<file path="src/rtl/scan_tx_pkg.sv">
// Shared types and helpers for the scan chain transmitter.
// Optional feature macro used by the slice: SCAN_TX_PARITY_EN.
package scan_tx_pkg;

    localparam int unsigned DEFAULT_WIDTH = 16;

    typedef enum logic [1:0] {
        IDLE    = 2'd0,
        SHIFT   = 2'd1,
        CAPTURE = 2'd2
    } state_t;

    // A length of zero or beyond the register width means a full-width transfer.
    function automatic int unsigned eff_len(input int unsigned len, input int unsigned width);
        return (len == 0 || len > width) ? width : len;
    endfunction

endpackage

</file>
<file path="src/rtl/scan_chain_tx_if.sv">
// Request/scan-side bundle of the scan chain transmitter.
// master = requester/harness side, slave = transmitter side.
interface scan_chain_tx_if
    import scan_tx_pkg::*;
#(
    parameter int unsigned WIDTH = DEFAULT_WIDTH,
    parameter int unsigned CNT_W = $clog2(WIDTH + 1)
);

    logic [WIDTH-1:0] DIN;
    logic [CNT_W-1:0] LEN;
    logic             VALID;
    logic             READY;
    logic             SO;
    logic             SE;
    logic             CAPT;
    logic             BUSY;
    logic             DONE;

    modport master (
        output DIN, LEN, VALID,
        input  READY, SO, SE, CAPT, BUSY, DONE
    );

    modport slave (
        input  DIN, LEN, VALID,
        output READY, SO, SE, CAPT, BUSY, DONE
    );

endinterface

</file>
<file path="src/rtl/scan_tx_shreg.sv">
// Load / shift-right register with zero fill; lsb is the next bit to launch.
module scan_tx_shreg
    import scan_tx_pkg::*;
#(
    parameter int unsigned WIDTH = DEFAULT_WIDTH
) (
    input  logic             CLK,
    input  logic             RST,
    input  logic             load,
    input  logic             shift,
    input  logic [WIDTH-1:0] din,
    output logic             lsb
);

    logic [WIDTH-1:0] q;

    always_ff @(posedge CLK) begin
        if (RST) begin
            q <= '0;
        end else if (load) begin
            q <= din;
        end else if (shift) begin
            q <= {1'b0, q[WIDTH-1:1]};
        end
    end

    assign lsb = q[0];

endmodule

</file>
<file path="src/rtl/scan_chain_tx.sv">
// Parallel-to-serial scan launcher: shifts a word LSB first under SE, then strobes CAPT.
// Define SCAN_TX_PARITY_EN to append an odd-parity bit after the data bits.
module scan_chain_tx
    import scan_tx_pkg::*;
#(
    parameter int unsigned WIDTH = DEFAULT_WIDTH,
    parameter int unsigned CNT_W = $clog2(WIDTH + 1)
) (
    input  logic             CLK,
    input  logic             RST,
    scan_chain_tx_if.slave   bus
);

    state_t           state;
    logic [CNT_W-1:0] cnt;
    logic             sr_lsb;
    logic             accept_c;
    logic             shift_c;
`ifdef SCAN_TX_PARITY_EN
    logic             par;
    logic             par_phase;
`endif

    assign accept_c = (state == IDLE) && bus.VALID && bus.READY;
    assign shift_c  = (state == SHIFT) && (cnt > CNT_W'(1));

    // SO takes DIN[0] directly at accept, so the register only holds the remaining bits.
    scan_tx_shreg #(
        .WIDTH (WIDTH)
    ) u_shreg (
        .CLK   (CLK),
        .RST   (RST),
        .load  (accept_c),
        .shift (shift_c),
        .din   (bus.DIN >> 1),
        .lsb   (sr_lsb)
    );

    always_ff @(posedge CLK) begin
        if (RST) begin
            state     <= IDLE;
            cnt       <= '0;
            bus.READY <= 1'b0;
            bus.SO    <= 1'b0;
            bus.SE    <= 1'b0;
            bus.CAPT  <= 1'b0;
            bus.BUSY  <= 1'b0;
            bus.DONE  <= 1'b0;
`ifdef SCAN_TX_PARITY_EN
            par       <= 1'b0;
            par_phase <= 1'b0;
`endif
        end else begin
            case (state)
                IDLE: begin
                    bus.DONE  <= 1'b0;
                    bus.READY <= 1'b1;
                    if (accept_c) begin
                        state     <= SHIFT;
                        cnt       <= CNT_W'(eff_len(32'(bus.LEN), WIDTH));
                        bus.READY <= 1'b0;
                        bus.SE    <= 1'b1;
                        bus.BUSY  <= 1'b1;
                        bus.SO    <= bus.DIN[0];
`ifdef SCAN_TX_PARITY_EN
                        par       <= ~bus.DIN[0];
                        par_phase <= 1'b0;
`endif
                    end
                end
                SHIFT: begin
                    if (cnt > CNT_W'(1)) begin
                        cnt    <= cnt - CNT_W'(1);
                        bus.SO <= sr_lsb;
`ifdef SCAN_TX_PARITY_EN
                        par    <= par ^ sr_lsb;
                    end else if (!par_phase) begin
                        par_phase <= 1'b1;
                        bus.SO    <= par;
`endif
                    end else begin
                        state    <= CAPTURE;
                        bus.SE   <= 1'b0;
                        bus.SO   <= 1'b0;
                        bus.CAPT <= 1'b1;
                    end
                end
                CAPTURE: begin
                    state     <= IDLE;
                    bus.CAPT  <= 1'b0;
                    bus.BUSY  <= 1'b0;
                    bus.DONE  <= 1'b1;
                    bus.READY <= 1'b1;
                end
                default: begin
                    state <= IDLE;
                end
            endcase
        end
    end

endmodule

</file>
<file path="src/flat_wrapper.sv">
// flat-port wrapper written by rule: the top's interface ports become plain ports
module scan_chain_tx_flat import scan_tx_pkg::*;
#(
    parameter int unsigned WIDTH = DEFAULT_WIDTH,
    parameter int unsigned CNT_W = $clog2(WIDTH + 1)
)
  (CLK, RST, bus_DIN, bus_LEN, bus_VALID, bus_READY, bus_SO, bus_SE, bus_CAPT, bus_BUSY, bus_DONE);
  scan_chain_tx_if #(.WIDTH(WIDTH), .CNT_W(CNT_W)) bus_i ();
  input  logic CLK;
  input  logic RST;
  input wire logic [$bits(bus_i.DIN)-1:0] bus_DIN;
  input wire logic [$bits(bus_i.LEN)-1:0] bus_LEN;
  input wire logic [$bits(bus_i.VALID)-1:0] bus_VALID;
  output wire logic [$bits(bus_i.READY)-1:0] bus_READY;
  output wire logic [$bits(bus_i.SO)-1:0] bus_SO;
  output wire logic [$bits(bus_i.SE)-1:0] bus_SE;
  output wire logic [$bits(bus_i.CAPT)-1:0] bus_CAPT;
  output wire logic [$bits(bus_i.BUSY)-1:0] bus_BUSY;
  output wire logic [$bits(bus_i.DONE)-1:0] bus_DONE;
  assign bus_i.DIN = bus_DIN;
  assign bus_i.LEN = bus_LEN;
  assign bus_i.VALID = bus_VALID;
  assign bus_READY = bus_i.READY;
  assign bus_SO = bus_i.SO;
  assign bus_SE = bus_i.SE;
  assign bus_CAPT = bus_i.CAPT;
  assign bus_BUSY = bus_i.BUSY;
  assign bus_DONE = bus_i.DONE;
  scan_chain_tx #(.WIDTH(WIDTH), .CNT_W(CNT_W)) u_core (.CLK(CLK), .RST(RST), .bus(bus_i));
endmodule
</file>
<file path="config.mk">
export PLATFORM = sky130hd
export DESIGN_NAME = scan_chain_tx_flat
export DESIGN_NICKNAME = d
export VERILOG_FILES = /design/src/rtl/scan_tx_pkg.sv /design/src/rtl/scan_chain_tx_if.sv /design/src/rtl/scan_tx_shreg.sv /design/src/rtl/scan_chain_tx.sv /design/src/flat_wrapper.sv
export SDC_FILE = /design/constraint.sdc
export NUM_CORES = 1
export LEC_CHECK = 0
export ABC_AREA = 1
export BUFFER_PORTS_ARGS = -buffer_cell sky130_fd_sc_hd__buf_2
export CAP_MARGIN = 20
export CELL_PAD_IN_SITES_DETAIL_PLACEMENT = 1
export CELL_PAD_IN_SITES_GLOBAL_PLACEMENT = 1
export CORE_MARGIN = 10
export CORE_UTILIZATION = 41
export DETAILED_ROUTE_END_ITERATION = 8
export PLACE_DENSITY_LB_ADDON = 0.15
export SLEW_MARGIN = 20
export SYNTH_ARGS = -nofsm -noshare
export SYNTH_HDL_FRONTEND = slang
export SYNTH_HIERARCHICAL = 1
export SYNTH_SLANG_ARGS = --single-unit
</file>
<file path="constraint.sdc">
create_clock -name CLK -period 4.8 [get_ports CLK]
set_input_delay 0.24 -clock CLK [delete_from_list [all_inputs] [get_ports CLK]]
set_output_delay 0.24 -clock CLK [all_outputs]
set_load 0.01 [all_outputs]
</file>
==> summary.md <==
| Metric | Value |
|---|---|
| Vias | `1467` |
| NumNets Final | `291` |
| Clock Skews | `0.00617 ns` |
| Maximum vdd ir drop | `0.000180 V` |
| PwrDens | `361 nW/um^2` |
| DRT Pass-1 Iters | `4` |
| IO Pins | `30` |
| Chip Width | `82.6 microns` |
| Critical Path AT | `2.32 ns` |
| Most numerous cell in the Yosys netlist | `nand2_1` |
| DR vias/cell | `4.69` |
| Async S/R FF share, synth | `0` |
| Dominant synthesized flop cell | `dfxtp_1` |
| TritonCTS clock tree | `yes` |
| Clk buf depth | `2` |
| Yosys reg bits | `29` |
| Setup Fix Bufs, Post-CTS | `0` |
| Total CTS buffers | `5` |
| First-pass GRT wire length | `6710 microns` |
| Slew Limit Fails | `0` |
| Die Height | `82.6 microns` |
| Final cell count without fillers | `313` |
| # H-tree levels | `2` |
| Input/output buffers | `29` |
| Largest net degree at the start of global routing | `23` |
| Synth unique cells | `27` |
| Slew @ Worst Pin | `0.754 ns` |
| Layout cells sized above 1 | `0.257` |
| CP Cell Sequence | `inv_1, ha_1, o21bai_1, nand2_2, nand2_4, clkinv_1, nor2_8, nand2_1, a21oi_1` |
| Drt total wl | `3970 microns` |
| Design Power | `0.667 mW` |
| Largest area contributor in the netlist | `dfxtp_1` |
| GR Util met2 | `0.205` |
| Leading cell types by count after synthesis | `96 x nand2_1, 29 x dfxtp_1, 24 x inv_1` |
| Die area | `6820 sq um` |
| Worst relative slew slack | `0.497` |
| Via count of the first global-routing pass | `1483` |
| CP Max Fanout | `17` |
| Status | `completed` |
| Leak Pwr | `0.939 nW` |
| Initial antenna violation count | `0` |
| Worst path slowest cell | `clkinv_1` |
| Area delta synth->final | `15.2%` |
| Period minus WS final | `2.12 ns` |
| RePlAce Congestion | `0.777` |
| PostCTS Resize Cnt | `0` |
| Clock slew at reported path FFs | `0.07 ns` |
| CP Capture Type | `register` |
| Area of the multi-input gates | `843 sq um` |
| Synth top area cells | `dfxtp_1 36%, nand2_1 22%, inv_1 5.6%, a21oi_2 5.5%, nand3_1 4.4%` |
| Worst skew pair latency | `0.28 ns` |
| YS warnings | `6` |
| Row cnt | `22` |
| Mapped cell area | `1610 sq um` |
| RSZ-0062 raised after global routing | `false` |
| Tcrit/Tclk final | `0.441` |
| Initial Utilization | `0.432` |
| CTS root buffer | `clkbuf_8` |
| Post-route DRC | `0` |
| Hold buffers post-CTS | `0` |
| Gr usage total | `0.125` |
| Met1 usage | `0.153` |
| Endpoints failing setup | `0` |
| Placed cell count | `305` |
| WL/cell | `12.7 microns` |
| Clock sinks | `29` |
| Sequential area share after synthesis | `0.362` |
| ANT cells | `0` |
| Worst EP required | `5.01 ns` |
| DP HPWL | `2940 microns` |
| Reg2reg setup slack | `2.68 ns` |
| Hold Path Class | `input pin to register` |
| Fin. Hold Viols | `0` |
| Floorplan core area | `3720 sq um` |
| Sum of negative setup slack | `0 ns` |
| EDFF count, synth | `0` |
| Element type at the critical path start | `register` |
| GRT overflow | `0` |
| Post-synthesis net count | `262` |
| Reg area | `581 sq um` |
| # Max-Cap Violations | `0` |
| DRT antenna net count | `0` |
| FMAX | `472 MHz` |
| Critical path class | `register to register` |
| Mapped Avg Cell Area | `6.83 sq um` |
| Gr busiest metal | `met2` |
| Total of fill cells in the finished design | `537` |
| Gate Count Post-Synth | `235` |
| M3 GR Usage | `0.0378` |
| Initial DRC Count | `50` |
| CP peak stage delay | `0.45 ns` |
| Top-area cell type share of the netlist area | `0.362` |
logic make-up (layout without fill, tap and decap cells):
kind of cell             count (synthesis)  count (layout)  synth area share
flip-flops                              29              29             0.362
adder cells (fa/ha/maj)                  3               3            0.0234
buffers and inverters                   38              68             0.113
AO/OA/AOI/OAI                           26              26             0.108
other                                    1               1           0.00234
XOR/XNOR                                 1               1           0.00546
AND/OR/NAND/NOR                        137             137             0.386
cell type report:
| type | instances | share of cell area |
|---|---|---|
| repair buffers | 29 | 0.0785 |
| well taps | 48 | 0.0325 |
| clock inverters | 1 | 0.00271 |
| flip-flops and latches | 29 | 0.314 |
| inverters | 31 | 0.0643 |
| multi-input cells | 168 | 0.456 |
| clock buffers | 7 | 0.0521 |
layer usage:
metal	up-vias	wire length, microns
met5	-	0
met1	667	1950
met4	0	40
met3	4	195
met2	23	1780
li1	773	-
sequential cells by signal, summed over array words and instances (netlist names):
| signal | flops |
|---|---|
| u_core/bus.READY | 1 |
| u_core/cnt | 5 |
| u_core/state | 2 |
| u_core/bus.SO | 1 |
| u_core/bus.CAPT | 1 |
| u_core/bus.DONE | 1 |
| u_core/bus.SE | 1 |
| u_core/u_shreg/q | 16 |
| u_core/bus.BUSY | 1 |
layout by cell type, fill, tap and decap left out, drive strengths merged:
| master | count |
|---|---|
| nand2 | 102 |
| or4 | 1 |
| buf | 29 |
| inv | 30 |
| clkinv | 2 |
| clkbuf | 7 |
| a21oi | 20 |
| o21ai | 5 |
| ha | 3 |
| nor2 | 19 |
| o21bai | 1 |
| conb | 1 |
| nand3 | 15 |
| dfxtp | 29 |
| xor2 | 1 |
critical path: cells and delay by family, from the launching register on:
kind                     cells  cell delay (ns)
AND/OR/NAND/NOR              4             0.70
flip-flops                   1             0.33
AO/OA/AOI/OAI                2             0.30
buffers and inverters        2             0.55
adder cells (fa/ha/maj)      1             0.15
metrics by stage:
step | hold WS (ns) | cell area, sq um | setup WS (ns) | utilization
2_1_floorplan | 0.309 | 1610 | 3.26 | -
3_3_place_gp | 0.457 | 1750 | 2.74 | 0.470
3_5_place_dp | 0.461 | 1750 | 2.66 | 0.470
4_1_cts | 0.261 | 1850 | 2.64 | 0.498
5_1_grt | 0.301 | 1850 | 2.41 | 0.498
6_report | 0.258 | 1850 | 2.68 | 0.498
worst paths after layout:
check                                     start             endpoint  cells after the start
worst min-delay path                 bus_DIN[1]  u_core/u_shreg/q[0]                      5
worst max-delay path              u_core/cnt[1]  u_core/u_shreg/q[1]                      9
worst max register to register    u_core/cnt[1]  u_core/u_shreg/q[1]                      9
worst min register to register  u_core/bus.CAPT      u_core/bus.CAPT                      2
power breakdown:
group | internal, mW | switching, mW
logic | 0.0599 | 0.101
registers | 0.266 | 0.0184
clock network | 0.129 | 0.0929
Power figures use the tool's default switching activity.
